[src/rtl/mdio_responder.sv]
// mdio_responder: PHY-side decoder for IEEE 802.3 Clause 22 MDIO frames.
// MDC is sampled as data on clk; every MDC edge is acted on the clk after it
// is seen, so all outputs are registered and strobes are one clk wide.
//
// Register-bank handshake: RD_STB is a one-clk request qualified by ADDR;
// the bank answers with RD_DATA valid on the following clk, and RD_DATA is
// captured exactly once, one clk after RD_STB. WR_STB is a one-clk command
// qualified by ADDR and WR_DATA, which are stable while it is high and hold
// afterwards. There is no back-pressure in either direction.
module mdio_responder #(
    parameter logic [4:0] PHY_ADDR = 5'd0
) (
    input  logic        clk,
    input  logic        rst,
    input  logic        MDC,
    input  logic        MDIO_OE,
    input  logic        MDIO_OUT,
    input  logic [15:0] RD_DATA,
    output logic        MDIO_IN,
    output logic [4:0]  ADDR,
    output logic [15:0] WR_DATA,
    output logic        WR_STB,
    output logic        RD_STB,
    output logic        MDIO_DONE,
    output logic [2:0]  dbg_state
);

    typedef enum logic [2:0] {
        S_IDLE   = 3'd0,
        S_HEADER = 3'd1,
        S_TA     = 3'd2,
        S_WDATA  = 3'd3,
        S_RDATA  = 3'd4,
        S_RDONE  = 3'd5,
        S_SKIP   = 3'd6
    } state_t;

    state_t      state, state_n;
    logic        mdc_q;
    logic        rise, fall;
    logic [4:0]  bit_cnt, bit_cnt_n;   // index of the next frame bit to arrive
    logic [15:0] sr, sr_n, sr_shift;
    logic        op_rd, op_rd_n;
    logic        rd_cap;
    logic [4:0]  addr_n;
    logic [15:0] wr_data_n;
    logic        wr_stb_n, rd_stb_n, done_n, mdio_in_n;

    assign rise      = MDC & ~mdc_q;
    assign fall      = ~MDC & mdc_q;
    assign sr_shift  = {sr[14:0], MDIO_OUT};
    assign dbg_state = state;

    // State, datapath and output registers; synchronous active-low reset wins over any MDC edge.
    always_ff @(posedge clk) begin
        if (!rst) begin
            state     <= S_IDLE;
            mdc_q     <= 1'b0;
            bit_cnt   <= 5'd0;
            sr        <= 16'd0;
            op_rd     <= 1'b0;
            rd_cap    <= 1'b0;
            MDIO_IN   <= 1'b0;
            ADDR      <= 5'd0;
            WR_DATA   <= 16'd0;
            WR_STB    <= 1'b0;
            RD_STB    <= 1'b0;
            MDIO_DONE <= 1'b0;
        end else begin
            state     <= state_n;
            mdc_q     <= MDC;
            bit_cnt   <= bit_cnt_n;
            sr        <= sr_n;
            op_rd     <= op_rd_n;
            rd_cap    <= RD_STB;
            MDIO_IN   <= mdio_in_n;
            ADDR      <= addr_n;
            WR_DATA   <= wr_data_n;
            WR_STB    <= wr_stb_n;
            RD_STB    <= rd_stb_n;
            MDIO_DONE <= done_n;
        end
    end

    // Frame decode: next state, bit counter, shift register and strobes.
    always_comb begin
        state_n   = state;
        bit_cnt_n = bit_cnt;
        sr_n      = sr;
        op_rd_n   = op_rd;
        addr_n    = ADDR;
        wr_data_n = WR_DATA;
        wr_stb_n  = 1'b0;
        rd_stb_n  = 1'b0;
        done_n    = 1'b0;
        mdio_in_n = MDIO_IN;

        // Read data arrives one clk after RD_STB, always while still in TA.
        if (rd_cap) begin
            sr_n = RD_DATA;
        end

        case (state)
            S_IDLE: begin
                bit_cnt_n = 5'd0;
                mdio_in_n = 1'b0;
                if (rise && MDIO_OE) begin
                    sr_n      = sr_shift;
                    bit_cnt_n = 5'd1;
                    state_n   = S_HEADER;
                end
            end
            S_HEADER: begin
                if (rise) begin
                    if (!MDIO_OE) begin
                        bit_cnt_n = 5'd0;
                        state_n   = S_IDLE;
                    end else begin
                        sr_n      = sr_shift;
                        bit_cnt_n = bit_cnt + 5'd1;
                        if (bit_cnt == 5'd1) begin
                            if (sr_shift[1:0] != 2'b01) state_n = S_SKIP;
                        end else if (bit_cnt == 5'd3) begin
                            if (sr_shift[1:0] == 2'b10)      op_rd_n = 1'b1;
                            else if (sr_shift[1:0] == 2'b01) op_rd_n = 1'b0;
                            else                             state_n = S_SKIP;
                        end else if (bit_cnt == 5'd13) begin
                            // sr_shift[9:5] is PHYAD, sr_shift[4:0] is REGAD
                            if (sr_shift[9:5] != PHY_ADDR) begin
                                state_n = S_SKIP;
                            end else begin
                                addr_n   = sr_shift[4:0];
                                rd_stb_n = op_rd;
                                state_n  = S_TA;
                            end
                        end
                    end
                end
            end
            S_TA: begin
                if (fall) begin
                    mdio_in_n = 1'b0;
                end
                if (rise) begin
                    bit_cnt_n = bit_cnt + 5'd1;
                    if (bit_cnt == 5'd15) begin
                        state_n = op_rd ? S_RDATA : S_WDATA;
                    end
                end
            end
            S_WDATA: begin
                if (rise) begin
                    if (!MDIO_OE) begin
                        bit_cnt_n = 5'd0;
                        state_n   = S_IDLE;
                    end else begin
                        sr_n      = sr_shift;
                        bit_cnt_n = bit_cnt + 5'd1;
                        if (bit_cnt == 5'd31) begin
                            wr_data_n = sr_shift;
                            wr_stb_n  = 1'b1;
                            done_n    = 1'b1;
                            state_n   = S_IDLE;
                        end
                    end
                end
            end
            S_RDATA: begin
                // Each fall presents the next data bit, MSB first, ahead of the controller's rise.
                if (fall) begin
                    mdio_in_n = sr[15];
                    sr_n      = {sr[14:0], 1'b0};
                end
                if (rise) begin
                    bit_cnt_n = bit_cnt + 5'd1;
                    if (bit_cnt == 5'd31) begin
                        done_n  = 1'b1;
                        state_n = S_RDONE;
                    end
                end
            end
            S_RDONE: begin
                // Hold the last data bit until the fall after rise 31, then release to 0.
                if (fall) begin
                    mdio_in_n = 1'b0;
                    state_n   = S_IDLE;
                end
            end
            S_SKIP: begin
                mdio_in_n = 1'b0;
                if (rise) begin
                    bit_cnt_n = bit_cnt + 5'd1;
                    if (bit_cnt == 5'd31) state_n = S_IDLE;
                end
            end
            default: begin
                bit_cnt_n = 5'd0;
                state_n   = S_IDLE;
            end
        endcase
    end

endmodule

[config.mk]
export PLATFORM = sky130hd
export DESIGN_NAME = mdio_responder
export DESIGN_NICKNAME = d
export VERILOG_FILES = /design/src/rtl/mdio_responder.sv
export SDC_FILE = /design/constraint.sdc
export NUM_CORES = 1
export LEC_CHECK = 0
export ABC_AREA = 0
export BUFFER_PORTS_ARGS = -buffer_cell sky130_fd_sc_hd__buf_2
export CAP_MARGIN = 20
export CORE_ASPECT_RATIO = 2
export CORE_MARGIN = 2
export CORE_UTILIZATION = 55
export DETAILED_ROUTE_END_ITERATION = 6
export PLACE_DENSITY = 0.89
export SLEW_MARGIN = 10
export SYNTH_ARGS = -nofsm -noshare
export SYNTH_HDL_FRONTEND = slang
export SYNTH_SLANG_ARGS = --single-unit
[constraint.sdc]
create_clock -name clk -period 4.2 [get_ports clk]
set_clock_uncertainty 0.1 [all_clocks]
set_input_delay 0.63 -clock clk [delete_from_list [all_inputs] [get_ports clk]]
set_output_delay 0.63 -clock clk [all_outputs]
set_load 0.02 [all_outputs]
==> flow_summary.json, run 1 <==
{
  "yosysWarningCount": 0,
  "die_y_um": 101.9,
  "ctsLongestPathBuffers": 2,
  "synth.area.top_cells": "dfxtp_1 40%, mux2i_1 8.7%, nand2_1 6.4%, a21boi_0 4.8%, o21a_1 4.8%",
  "hold_path_class": "reg -> reg",
  "nets": 370,
  "crit_required_ns": 4.35,
  "crit_start": "dbg_state[0]$_SDFFE_PN0P_",
  "combPwrFrac_pct": 26.1,
  "cts_resized": 0,
  "setup.worst_path.start_class": "flop",
  "slowest_delay_ns": 0.81,
  "finalCritPeriodShare_pct": 54.96,
  "synth_ff_type": "dfxtp_1",
  "seq_power_share_pct": 50.0,
  "finalHoldViolations": 0,
  "gr-total-overflow": 0,
  "grt_max_degree": 54,
  "regToRegStartpoint": "dbg_state[0]$_SDFFE_PN0P_",
  "dr.pass1.iters": 4,
  "max_freq_mhz": 433.2,
  "start_util_pct": 57.31,
  "viasPerCell": 5.655,
  "avgSynthCellArea_um2": 8.555,
  "synth_top_area_share_pct": 39.51,
  "place.gp.congestion": 0.8627,
  "drive_above_1_share_pct": 16.96,
  "drv_slew": 0,
  "multi_input_area_um2": 1456,
  "drt_iter0_drc": 66,
  "rsz0062_at_grt": "no",
  "grt_pass1_wl_um": 9522,
  "period_needed_ns": 2.308,
  "fillers": 434,
  "hold_ws_ns": 0.3660,
  "p_int_uw": 742.6,
  "cap_violations": 0,
  "synthArstFlopShare_pct": 0,
  "synth_area_um2": 2635,
  "diodes": 0,
  "arrival_ns": 2.45,
  "synth_top_area_cell": "dfxtp_1",
  "vdd_ir_drop_max_mv": 0.3532,
  "syn_inst": 308,
  "cts_inserted_buffers": 5,
  "sw_frac_of_total_pct": 34.80,
  "finalSetupViolations": 0,
  "route.vias.total": 2245,
  "worst_slew_pin_slew_ns": 0.9946,
  "hold_buffers": 0,
  "htree_levels": 2,
  "ys_seq_area_share_pct": 39.51,
  "fp.coreArea_um2": 4598,
  "dieArea_um2": 5394,
  "clock_latency_ns": 0.30,
  "p_clk_share_pct": 23.9,
  "cp-end-kind": "flop",
  "seq_area_um2": 1041,
  "placed_area_um2": 2833,
  "root_buffer": "clkbuf_8",
  "hp-start": "WR_DATA[9]$_SDFFE_PN0P_",
  "cp_slowest_cell": "a21oi_1",
  "routed_wl_um": 5744,
  "antenna_found_initial": 0,
  "leakagePower_nw": 1.264,
  "status": "complete, no violations",
  "stdcell_area_um2": 2914,
  "ant_nets": 0,
  "switchingPower_uw": 396.3,
  "num_rows": 35,
  "hpwl_um": 4146,
  "synthesis.nets": 336,
  "gr-usage-all-layers_pct": 22.98,
  "cp_max_fo": 20,
  "die_w_um": 52.95,
  "critical_path_class": "reg -> reg",
  "path_clk_slew_ns": 0.09,
  "total_power_mw": 1.139,
  "port_buffers": 48,
  "ys_ff_latch": 52,
  "cts_tree": "built",
  "post_cts_buffers": 0,
  "cts_num_sinks": 52,
  "synth-edff-count": 0,
  "drcViolationCount": 0,
  "ios": 49,
  "power_density_nw_per_um2": 390.8,
  "syn_to_final_growth_pct": 10.59,
  "synth_cell_types": 45,
  "tns_ns": 0,
  "grt_pass1_vias": 2150,
  "relSlewSlack_pct": 33.70,
  "crit_chain": "nor2b_1 -> a21oi_1 -> and3_1 -> o21a_1",
  "wl_per_cell_um": 14.47
}
[layout make-up]
class                   count  area share [%]
inverters                   5          0.6441
well taps                  55           2.362
flip-flops and latches     52           35.72
multi-input cells         229           49.98
repair buffers             49           8.502
clock buffers               5           2.362
clock inverters             2          0.4294
[cell usage after synthesis (all sizes together), types with 2 or more instances]
cell,count
mux2i,23
o2bb2ai,3
dfxtp,52
a21boi,18
nor3,3
a31oi,2
nor2b,13
and3,16
nand3,3
nand4,3
nand2b,4
nor3b,2
inv,5
buf,8
o21ai,9
ha,7
nor2,27
clkbuf,14
a21oi,8
and2,5
or3,2
o21a,17
nand3b,3
nand2,45
[state kept, by name, summed over array words and instances, names as in the netlist]
name,count
RD_STB,1
MDIO_DONE,1
bit_cnt,5
ADDR,5
op_rd,1
WR_STB,1
mdc_q,1
dbg_state,3
sr,16
WR_DATA,16
MDIO_IN,1
rd_cap,1
[stage by stage]
step | utilization [%] | std cells | setup slack, ns
after floorplan | - | 308 | 2.319
after global placement | 61.61 | 390 | 2.039
after detailed placement | 61.61 | 390 | 1.921
after CTS | 63.37 | 397 | 1.900
after global routing | 63.37 | 397 | 1.700
final | 63.37 | 397 | 1.892
[power groups by stage]
stage	logic, mW	clock network, mW	registers [mW]
CTS	0.296	0.279	0.566
finish	0.297	0.273	0.569
floorplan	0.270	0	0.543
global route	0.327	0.299	0.574
detailed placement	0.295	0	0.578
global placement	0.286	0	0.575
[routing by layer]
layer  vias to the layer above  part of all wire, %  GRT usage, %
li1                       1127                    -             -
met1                      1062                   39         24.81
met2                        44                   55         42.69
met3                        12                  3.1         3.363
met4                         0                  2.2         9.467
met5                         -                    0             0
[critical path, delay by kind of cell, from the launching register on]
family          cells  cell delay [ns]
compound gates      2             0.93
flops               1             0.73
simple gates        2             0.48
[kinds of logic after synthesis]
| family | share of synthesized area, % |
|---|---|
| compound gates | 17.57 |
| mux | 8.737 |
| simple gates | 25.31 |
| fa+ha+maj | 3.324 |
| xor+xnor | 0.3324 |
| flops | 39.51 |
| buf+inv | 5.223 |
[cell usage in the layout, fill, tap and decap left out, types with 3 or more instances in the layout]
cell	netlist	layout
a21boi_0	17	17
a21oi_1	8	8
and2_1	5	5
and3_1	15	15
buf_2	6	48
clkbuf_8	2	5
dfxtp_1	52	52
ha_1	7	7
inv_1	5	5
mux2i_1	23	23
nand2_1	45	45
nand2b_1	4	4
nand3_1	3	3
nand3b_1	3	3
nand4_1	3	3
nor2_1	27	27
nor2b_1	13	13
nor3_1	3	3
o21a_1	17	17
o21ai_0	9	9
o2bb2ai_1	3	3
[final timing paths]
check	end	slack, ns	cells after the start
setup reg to reg	sr[8]$_SDFF_PN0_	1.89	4
hold / removal	WR_DATA[9]$_SDFFE_PN0P_	0.37	2
hold reg to reg	WR_DATA[9]$_SDFFE_PN0P_	0.37	2
setup / recovery	sr[8]$_SDFF_PN0_	1.89	4
Power figures use the tool's default switching activity.
==> run 2, diff against run 1 <==
==> constraint.sdc (replaced) <==
create_clock -name clk -period 2.3 [get_ports clk]
set_clock_uncertainty 0.1 [all_clocks]
set_input_delay 0.345 -clock clk [delete_from_list [all_inputs] [get_ports clk]]
set_output_delay 0.345 -clock clk [all_outputs]
set_load 0.02 [all_outputs]
==> flow_summary.json, run 2 (synthesis results as in run 1) <==
{
  "clock_latency_ns": 0.30,
  "crit_required_ns": 2.39,
  "routed_wl_um": 5975,
  "wl_per_cell_um": 14.75,
  "drcViolationCount": 0,
  "gr-usage-all-layers_pct": 23.96,
  "ios": 49,
  "holdPathStages": 2,
  "relSlewSlack_pct": 34.49,
  "final_cell_mix": "52 x dfxtp_1, 48 x buf_2, 45 x nand2_1",
  "grt_pass1_wl_um": 9701,
  "root_buffer": "clkbuf_8",
  "period_needed_ns": 2.121,
  "finalSetupViolations": 0,
  "cp_max_fo": 6,
  "start_util_pct": 57.31,
  "route.vias.total": 2346,
  "ctsLongestPathBuffers": 2,
  "cts_resized": 0,
  "arrival_ns": 2.22,
  "grt_pass1_vias": 2266,
  "hp-start": "MDC",
  "final_common_cell": "dfxtp_1",
  "drt_iter0_drc": 52,
  "diodes": 0,
  "power_density_nw_per_um2": 774.3,
  "setup_ws_ns": 0.1788,
  "hold_path_class": "in -> reg",
  "cts_tree": "built",
  "largest_registers": "WR_DATA (16), sr (16)",
  "num_rows": 35,
  "regToRegStartpoint": "bit_cnt[0]$_SDFFE_PN0P_",
  "rsz0062_at_grt": "no",
  "dr.pass1.iters": 4,
  "stdcell_area_um2": 3022,
  "worst_slew_pin_slew_ns": 0.9827,
  "max_freq_mhz": 471.4,
  "final_util_pct": 65.71,
  "finalCritPeriodShare_pct": 92.23,
  "hold_buffers": 0,
  "fp.coreArea_um2": 4598,
  "cap_violations": 0,
  "dieArea_um2": 5394,
  "r2r_slack_ns": 0.18,
  "gr-total-overflow": 0,
  "critical_path_class": "reg -> reg",
  "cp-end-kind": "flop",
  "port_buffers": 48,
  "ant_nets": 0,
  "drv_slew": 0,
  "cts_num_sinks": 52,
  "finalHoldViolations": 0,
  "nets": 378,
  "antenna_found_initial": 0,
  "place.gp.congestion": 0.8980,
  "hpwl_um": 4404,
  "syn_to_final_growth_pct": 14.67,
  "r2r_end": "dbg_state[0]$_SDFFE_PN0P_",
  "die_w_um": 52.95,
  "setup.worst_path.start_class": "flop",
  "die_y_um": 101.9,
  "grt_max_degree": 32,
  "placed_area_um2": 2893,
  "htree_levels": 2,
  "hold_end": "mdc_q$_SDFF_PN0_",
  "place_ws_ns": 0.1950,
  "viasPerCell": 5.793,
  "cts_inserted_buffers": 5,
  "tns_ns": 0,
  "vdd_ir_drop_max_mv": 0.7011,
  "fillers": 402,
  "ff2ff_path_depth": 8,
  "drive_above_1_share_pct": 18.86,
  "post_cts_buffers": 0,
  "leakagePower_nw": 1.329,
  "hold_ws_ns": 0.2222,
  "path_clk_slew_ns": 0.09,
  "status": "complete, no violations"
}
[run 2: cell count changes in the layout (fill, tap and decap cells not counted), sizes merged]
cell / previous run / this run
buf: 49 / 57
clkinvlp: 1 / 0
clkinv: 1 / 0
bufinv: 0 / 2
[run 2: stage by stage]
step,instances,power [mW]
floorplan,308,1.485
global placement,398,1.601
detailed placement,398,1.627
CTS,405,2.341
global route,405,2.448
finish,405,2.340
[run 2: how the worst max path moves through the flow]
| stage | depth (start not counted) | to | start | slack [ns] |
|---|---|---|---|---|
| after detailed placement | 8 | dbg_state[1]$_SDFFE_PN0P_ | bit_cnt[0]$_SDFFE_PN0P_ | 0.20 |
| after global routing | 8 | dbg_state[0]$_SDFFE_PN0P_ | bit_cnt[0]$_SDFFE_PN0P_ | 0.02 |
| final | 8 | dbg_state[0]$_SDFFE_PN0P_ | bit_cnt[0]$_SDFFE_PN0P_ | 0.18 |
| after floorplan | 7 | WR_DATA[0]$_SDFFE_PN0P_ | bit_cnt[0]$_SDFFE_PN0P_ | 0.42 |
| after CTS | 8 | dbg_state[1]$_SDFFE_PN0P_ | bit_cnt[0]$_SDFFE_PN0P_ | 0.19 |
| after global placement | 8 | dbg_state[0]$_SDFFE_PN0P_ | bit_cnt[0]$_SDFFE_PN0P_ | 0.31 |
[run 2: area by class of cell]
cell class	instances	area [um^2]	share of cell area (%)
inverter	5	18.77	0.6211
tap	55	68.82	2.277
timing repair buffer	57	307.8	10.19
sequential	52	1041	34.45
clock inverter	2	60.06	1.988
multi-input combinational	229	1456	48.20
clock buffer	5	68.82	2.277
[run 2: metal layers]
metal	global-route usage (%)	wire [um]	vias to the layer above
met5	0	0	-
li1	-	-	1142
met1	23.72	2187	1112
met2	44.71	3293	70
met3	3.947	251	22
met4	13.41	244	0
[run 2: power by group]
group          internal [mW]  leakage, nW  switching [mW]  total, mW
logic                  0.248        0.845           0.408      0.656
clock network          0.428       0.0642           0.292      0.720
registers              0.927        0.420          0.0362      0.963
[run 2: critical path: stages (launching register included)]
cell and delay [ns]:
dfxtp_1 0.42, ha_1 0.26, and3_2 0.24, ha_1 0.22
a21o_1 0.13, o21ai_0 0.07, a32oi_1 0.27, nand2_1 0.16
mux2i_1 0.15
